<file path="config.mk">
export PLATFORM = sky130hd
export DESIGN_NAME = street_lane_scroller
export DESIGN_NICKNAME = d
export VERILOG_FILES = /design/src/rtl/street_lane_scroller.sv
export SDC_FILE = /design/constraint.sdc
export NUM_CORES = 1
export LEC_CHECK = 0
export ABC_AREA = 1
export BUFFER_PORTS_ARGS = -buffer_cell sky130_fd_sc_hd__buf_2
export CAP_MARGIN = 20
export CORE_MARGIN = 5
export CORE_UTILIZATION = 51
export DETAILED_ROUTE_END_ITERATION = 8
export GPL_ROUTABILITY_DRIVEN = 0
export PLACE_DENSITY_LB_ADDON = 0.15
export SLEW_MARGIN = 0
export SYNTH_ARGS = -nofsm -noshare
export SYNTH_HDL_FRONTEND = slang
export SYNTH_SLANG_ARGS = --single-unit
</file>
<file path="constraint.sdc">
create_clock -name clk -period 4.44 [get_ports clk]
set_input_delay 0.444 -clock clk [delete_from_list [all_inputs] [get_ports clk]]
set_output_delay 0.444 -clock clk [all_outputs]
set_load 0.01 [all_outputs]
</file>
<file path="src/rtl/street_lane_scroller.sv">
// -----------------------------------------------------------------------------
// street_lane_scroller
//
// Lane-marking generator for the scrolling street background. It keeps
// NUM_TILES dash tiles stacked in one vertical lane. Once per frame it moves
// every tile by a per-level signed speed. A tile that leaves one edge of the
// tile ring re-enters at the other edge. Draw requests and the colour are
// registered, so they lag pixelX/pixelY by one cycle.
//
// Ports
//   clk                  system clock
//   reset                synchronous, active-high reset (highest priority)
//   startOfFrame         one-cycle pulse per frame; advances the tiles when running
//   startOfLevel         one-cycle pulse; reloads tile positions and latches speed
//   levelSpeed           signed pixels per frame, positive scrolls down
//   pause                freezes motion while high
//   solidMode            1 = continuous line over the visible screen, 0 = dashed
//   pixelX, pixelY       current VGA pixel coordinates
//   drawingRequestVector per-tile hit (registered)
//   drawingRequest       combined hit, or lane hit in solid mode (registered)
//   RGBout               COLOR when drawingRequest is high, else 8'h00 (registered)
// -----------------------------------------------------------------------------
module street_lane_scroller #(
    parameter int          NUM_TILES = 11,
    parameter int          TILE_W    = 8,
    parameter int          TILE_H    = 32,
    parameter int          PITCH     = 48,
    parameter int          LANE_X    = 316,
    parameter int          SCREEN_H  = 480,
    parameter int          SPEED_W   = 8,
    parameter logic [7:0]  COLOR     = 8'hFF
) (
    input  logic                      clk,
    input  logic                      reset,
    input  logic                      startOfFrame,
    input  logic                      startOfLevel,
    input  logic signed [SPEED_W-1:0] levelSpeed,
    input  logic                      pause,
    input  logic                      solidMode,
    input  logic [10:0]               pixelX,
    input  logic [10:0]               pixelY,
    output logic [NUM_TILES-1:0]      drawingRequestVector,
    output logic                      drawingRequest,
    output logic [7:0]                RGBout
);

    // The tiles cover the band [-PITCH, SPAN-PITCH). That band is the
    // visible screen plus one pitch of slack above it.
    localparam int                 SPAN    = NUM_TILES * PITCH;
    localparam logic signed [11:0] SPAN_S  = 12'(SPAN);
    localparam logic signed [11:0] WRAP_HI = 12'(SPAN - PITCH);
    localparam logic signed [11:0] WRAP_LO = -12'(PITCH);
    localparam logic signed [11:0] PITCH_S = 12'(PITCH);
    localparam logic signed [11:0] TILE_HS = 12'(TILE_H);

    typedef enum logic [1:0] {
        IDLE   = 2'd0,
        RUN    = 2'd1,
        PAUSED = 2'd2
    } state_t;

    state_t state_reg, state_next;

    logic signed [SPEED_W-1:0] speed_reg;
    logic signed [SPEED_W-1:0] speed_clamped;
    logic signed [11:0]        level_speed_wide;
    logic                      move;
    logic                      x_in_lane;
    logic                      y_visible;
    logic signed [11:0]        pixel_y_s;
    logic [NUM_TILES-1:0]      hit;
    logic                      request_next;

    // ------------------------------------------------------------------
    // Motion FSM
    // ------------------------------------------------------------------
    always_ff @(posedge clk) begin
        if (reset) begin
            state_reg <= IDLE;
        end else begin
            state_reg <= state_next;
        end
    end

    always_comb begin
        state_next = state_reg;
        if (startOfLevel) begin
            state_next = pause ? PAUSED : RUN;
        end else begin
            case (state_reg)
                RUN:     if (pause)  state_next = PAUSED;
                PAUSED:  if (!pause) state_next = RUN;
                default: state_next = state_reg;
            endcase
        end
    end

    // A level reload takes precedence over a frame step in the same cycle.
    assign move = (state_reg == RUN) && startOfFrame && !startOfLevel;

    // ------------------------------------------------------------------
    // Speed latch. Clamping to one pitch keeps every tile inside the
    // band after at most one wrap correction.
    // ------------------------------------------------------------------
    assign level_speed_wide = 12'(levelSpeed);

    always_comb begin
        speed_clamped = levelSpeed;
        if (level_speed_wide > PITCH_S) begin
            speed_clamped = SPEED_W'(PITCH_S);
        end else if (level_speed_wide < -PITCH_S) begin
            speed_clamped = SPEED_W'(-PITCH_S);
        end
    end

    always_ff @(posedge clk) begin
        if (reset) begin
            speed_reg <= '0;
        end else if (startOfLevel) begin
            speed_reg <= speed_clamped;
        end
    end

    // ------------------------------------------------------------------
    // Pixel qualifiers shared by all tiles
    // ------------------------------------------------------------------
    assign x_in_lane = (pixelX >= 11'(LANE_X)) && (pixelX < 11'(LANE_X + TILE_W));
    assign y_visible = (pixelY < 11'(SCREEN_H));
    assign pixel_y_s = signed'({1'b0, pixelY});

    // ------------------------------------------------------------------
    // Per-tile position register, wrap logic and hit detector
    // ------------------------------------------------------------------
    generate
        for (genvar gi = 0; gi < NUM_TILES; gi++) begin : g_tile
            logic signed [10:0] tile_y_reg;
            logic signed [11:0] top;
            logic signed [11:0] sum;
            logic signed [11:0] wrapped;

            assign top = 12'(tile_y_reg);
            assign sum = top + 12'(speed_reg);

            always_comb begin
                wrapped = sum;
                if (sum >= WRAP_HI) begin
                    wrapped = sum - SPAN_S;
                end else if (sum < WRAP_LO) begin
                    wrapped = sum + SPAN_S;
                end
            end

            always_ff @(posedge clk) begin
                if (reset || startOfLevel) begin
                    tile_y_reg <= 11'(gi * PITCH);
                end else if (move) begin
                    tile_y_reg <= 11'(wrapped);
                end
            end

            // The compare is signed, so a tile above the screen (top < 0)
            // draws only the rows that are on screen.
            assign hit[gi] = x_in_lane && (pixel_y_s >= top) && (pixel_y_s < top + TILE_HS);
        end
    endgenerate

    // ------------------------------------------------------------------
    // Registered draw outputs. The outputs are blank until a level starts.
    // ------------------------------------------------------------------
    always_comb begin
        request_next = 1'b0;
        if (state_reg != IDLE) begin
            request_next = solidMode ? (x_in_lane && y_visible) : (|hit);
        end
    end

    always_ff @(posedge clk) begin
        if (reset) begin
            drawingRequestVector <= '0;
            drawingRequest       <= 1'b0;
            RGBout               <= 8'h00;
        end else begin
            drawingRequestVector <= (state_reg != IDLE) ? hit : '0;
            drawingRequest       <= request_next;
            RGBout               <= request_next ? COLOR : 8'h00;
        end
    end

endmodule

</file>
==> metrics.txt <==
outcome completed; Worst Skew 0.0113 ns; Initial Util 51.8%; CTS buffer count 17; number of library cell types mapped by synthesis 53; Post-Layout Cell Count 4115; post-route clock period utilization between 80% and 90%; Syn Inst Count between 3000 and 4000; Sinks on Clock Net 143; average footprint of a synthesized cell about 6.0 um2; Tot GR Track Use 27.4%; Pwr Density 209 nW/um2; synth top area cells sky130_fd_sc_hd__ha_1 (20%), sky130_fd_sc_hd__nand2_1 (17%), sky130_fd_sc_hd__dfxtp_1 (14%); cell chain of the critical path buf_4 > ha_1 > nand2_1 > nand2_1 > and2_1 > xor2_2 > inv_1 > ha_1 > nand3b_1 > nor2_1 > nand3_1 > nand2_1 > nand3_1 > nand2_2 > nand3_1 > nand3_1 > nand3_1 > nand2_1 > inv_1; proportion of layout cells with a drive suffix above 1 around 6.3%; critical path start-end classification flop to flop; leakage power of the design around 12 nW; count of input and output buffers 53; worst-case headroom to the max-slew limit between 30% and 40%; first-pass GRT wire length a little over 100000 um; transition at the pin with the smallest max-transition slack 0.963 ns; Die X-Extent between 200 and 250 um; total DRC errors in the routed layout 0; half-perimeter wire length after placement between 40000 and 50000 um; flip-flop and latch count after synthesis approximately 140; register area share after synthesis between 10% and 20%; Critical Path Fanout Max 8; flip-flop and latch area roughly 2900 um2; standard cell core area a little over 40000 um2; synthesized net count 3913; via count of the first global-routing pass between 20000 and 25000; Synth top area share 20.2%; Worst Setup End Kind flop; met2 WL post-DR between 20000 and 30000 um; clock-pin slew on the worst setup and hold paths ~0.07 ns; initial antenna violation count 0; first-pass iteration count of the detailed router 8; Met1 Routed Length about 29000 um; number of hold buffers added after cts 0; maximum number of pins on one net before global-route repair ~140; shortest clock period the worst path allows after layout 3.60 ns; Max Freq between 200 and 300 MHz; Max H-tree Level 4; number of endpoints with negative hold slack in the final report 0; Fill cells roughly 4100; multi-input logic area about 16000 um2; root buffer cell sky130_fd_sc_hd__clkbuf_16; Max-Cap Viols 0; # rows 74; buffer depth of the longest clock path 2; DRT antenna net count 0; DP Cell Count about 4100; flip-flop count of the largest register after layout between 100 and 150; highest routed layer met4; mean number of vias per cell approximately 5.6; worst min-delay path class primary input to flop; IO Pins 56; Starting DRT DRC Count roughly 1700; clock latency on the worst-skew pair 0.46 ns; critical-path cell with the highest stage delay sky130_fd_sc_hd__dfxtp_1; post-DR wirelength/cell 15.4 um; post-cts sizing count 0; chip height 214 um; area leader, netlist sky130_fd_sc_hd__ha_1; area of the die 45700 um2; worst-case hold slack 0.246 ns; net count reported at finish about 4000; unrepaired setup endpoints after global routing no; arrival time at the worst endpoint 3.95 ns; Fin Setup TNS 0 ns; worst IR drop on VDD ~0.00021 V; largest incremental delay on the critical path roughly 0.83 ns; layout-stage area growth over the synthesis result 7.11%; via count 22900; required arrival time at the worst endpoint roughly 4.8 ns; synth warn 0; total inserted antenna cells 0; total congestion overflow 0; Setup crit start kind flop; wire length on met3 around 3700 um; detailed-route wire length 63200 um; Finish-stage setup viols 0; post-CTS setup buffers 0; most used cell along the critical path sky130_fd_sc_hd__nand3_1; fin. max-slew vios 0; TritonCTS clock tree done; cell area after synthesis about 21000 um2
[kinds of logic after synthesis]
kind of cell	count (synthesis)	share of synthesized area, %
flops	143	13.5
compound gates	439	11.3
fa+ha+maj	353	21.2
buf+inv	617	11.2
simple gates	1891	39.0
xor+xnor	81	3.79
[layout by cell type, fill, tap and decap left out, types with 46 or more instances in the layout]
cell                      synthesis  final
sky130_fd_sc_hd__nand2_1        940    939
sky130_fd_sc_hd__inv_1          544    544
sky130_fd_sc_hd__nand3_1        476    476
sky130_fd_sc_hd__ha_1           342    342
sky130_fd_sc_hd__a21oi_1        267    267
sky130_fd_sc_hd__nor2_1         232    231
sky130_fd_sc_hd__dfxtp_1        143    142
sky130_fd_sc_hd__nor3_1          91     91
sky130_fd_sc_hd__o21ai_0         81     80
sky130_fd_sc_hd__nand4_1         59     59
sky130_fd_sc_hd__buf_2            9     53
sky130_fd_sc_hd__xor2_1          46     46
[per-stage QoR]
step	power, mW	area [um2]	setup slack, ns	util (%)
after CTS	4.75	22700	0.904	55.4
after detailed placement	3.20	22100	0.933	54.0
after global placement	3.15	22100	0.945	54.0
after floorplan	2.75	21200	1.24	-
final	4.75	22700	0.842	55.4
after global routing	5.09	22700	0.504	55.4
[final cells by class]
cell class	count	share of cell area (%)
timing repair buffer	77	2.02
clock buffer	17	1.87
tap	532	2.93
clock inverter	15	0.772
multi-input combinational	2764	70.4
sequential	143	12.6
inverter	567	9.40
[worst paths after layout]
kind	start	endpoint	slack (ns)	cells after the start
worst max-delay path	speed_reg[2]	g_tile[0].tile_y_reg[7]	0.84	19
worst min-delay path	levelSpeed[1]	speed_reg[1]	0.25	3
worst max register to register	speed_reg[2]	g_tile[0].tile_y_reg[7]	0.84	19
worst min register to register	g_tile[8].tile_y_reg[2]	g_tile[8].tile_y_reg[2]	0.49	2
[routing by layer]
metal / global-route usage, % / vias up
met1: 36.1 / 10400
met2: 46.6 / 707
met4: 10.5 / 0
met3: 2.68 / 130
met5: 0 / -
li1: - / 11700
[critical path, delay by kind of cell (launching register included)]
kind          cells  cell delay (ns)
xor+xnor          1             0.19
fa+ha+maj         2             0.52
buf+inv           3             0.46
flops             1             0.83
simple gates     13             1.47
[power breakdown]
| part | switching, mW | internal [mW] | total [mW] |
|---|---|---|---|
| registers | 0.0448 | 1.31 | 1.35 |
| clock network | 0.696 | 0.845 | 1.54 |
| logic | 1.25 | 0.611 | 1.86 |
| total | 1.99 | 2.77 | 4.75 |
[cells in the mapped netlist, drive strengths merged]
| master | count |
|---|---|
| a211oi | 4 |
| a21boi | 3 |
| a21o | 2 |
| a21oi | 284 |
| a22o | 1 |
| a31oi | 1 |
| a32o | 3 |
| and2 | 5 |
| and3b | 1 |
| buf | 20 |
| clkbuf | 30 |
| clkinv | 2 |
| dfxtp | 143 |
| fa | 11 |
| ha | 342 |
| inv | 565 |
| nand2 | 979 |
| nand3 | 481 |
| nand3b | 18 |
| nand4 | 59 |
| nor2 | 242 |
| nor3 | 91 |
| nor3b | 3 |
| nor4 | 2 |
| o2111ai | 2 |
| o211ai | 12 |
| o21a | 3 |
| o21ai | 115 |
| o21bai | 9 |
| or2 | 10 |
| xnor2 | 25 |
| xor2 | 56 |
No activity file was read; power rests on OpenSTA's default activity.
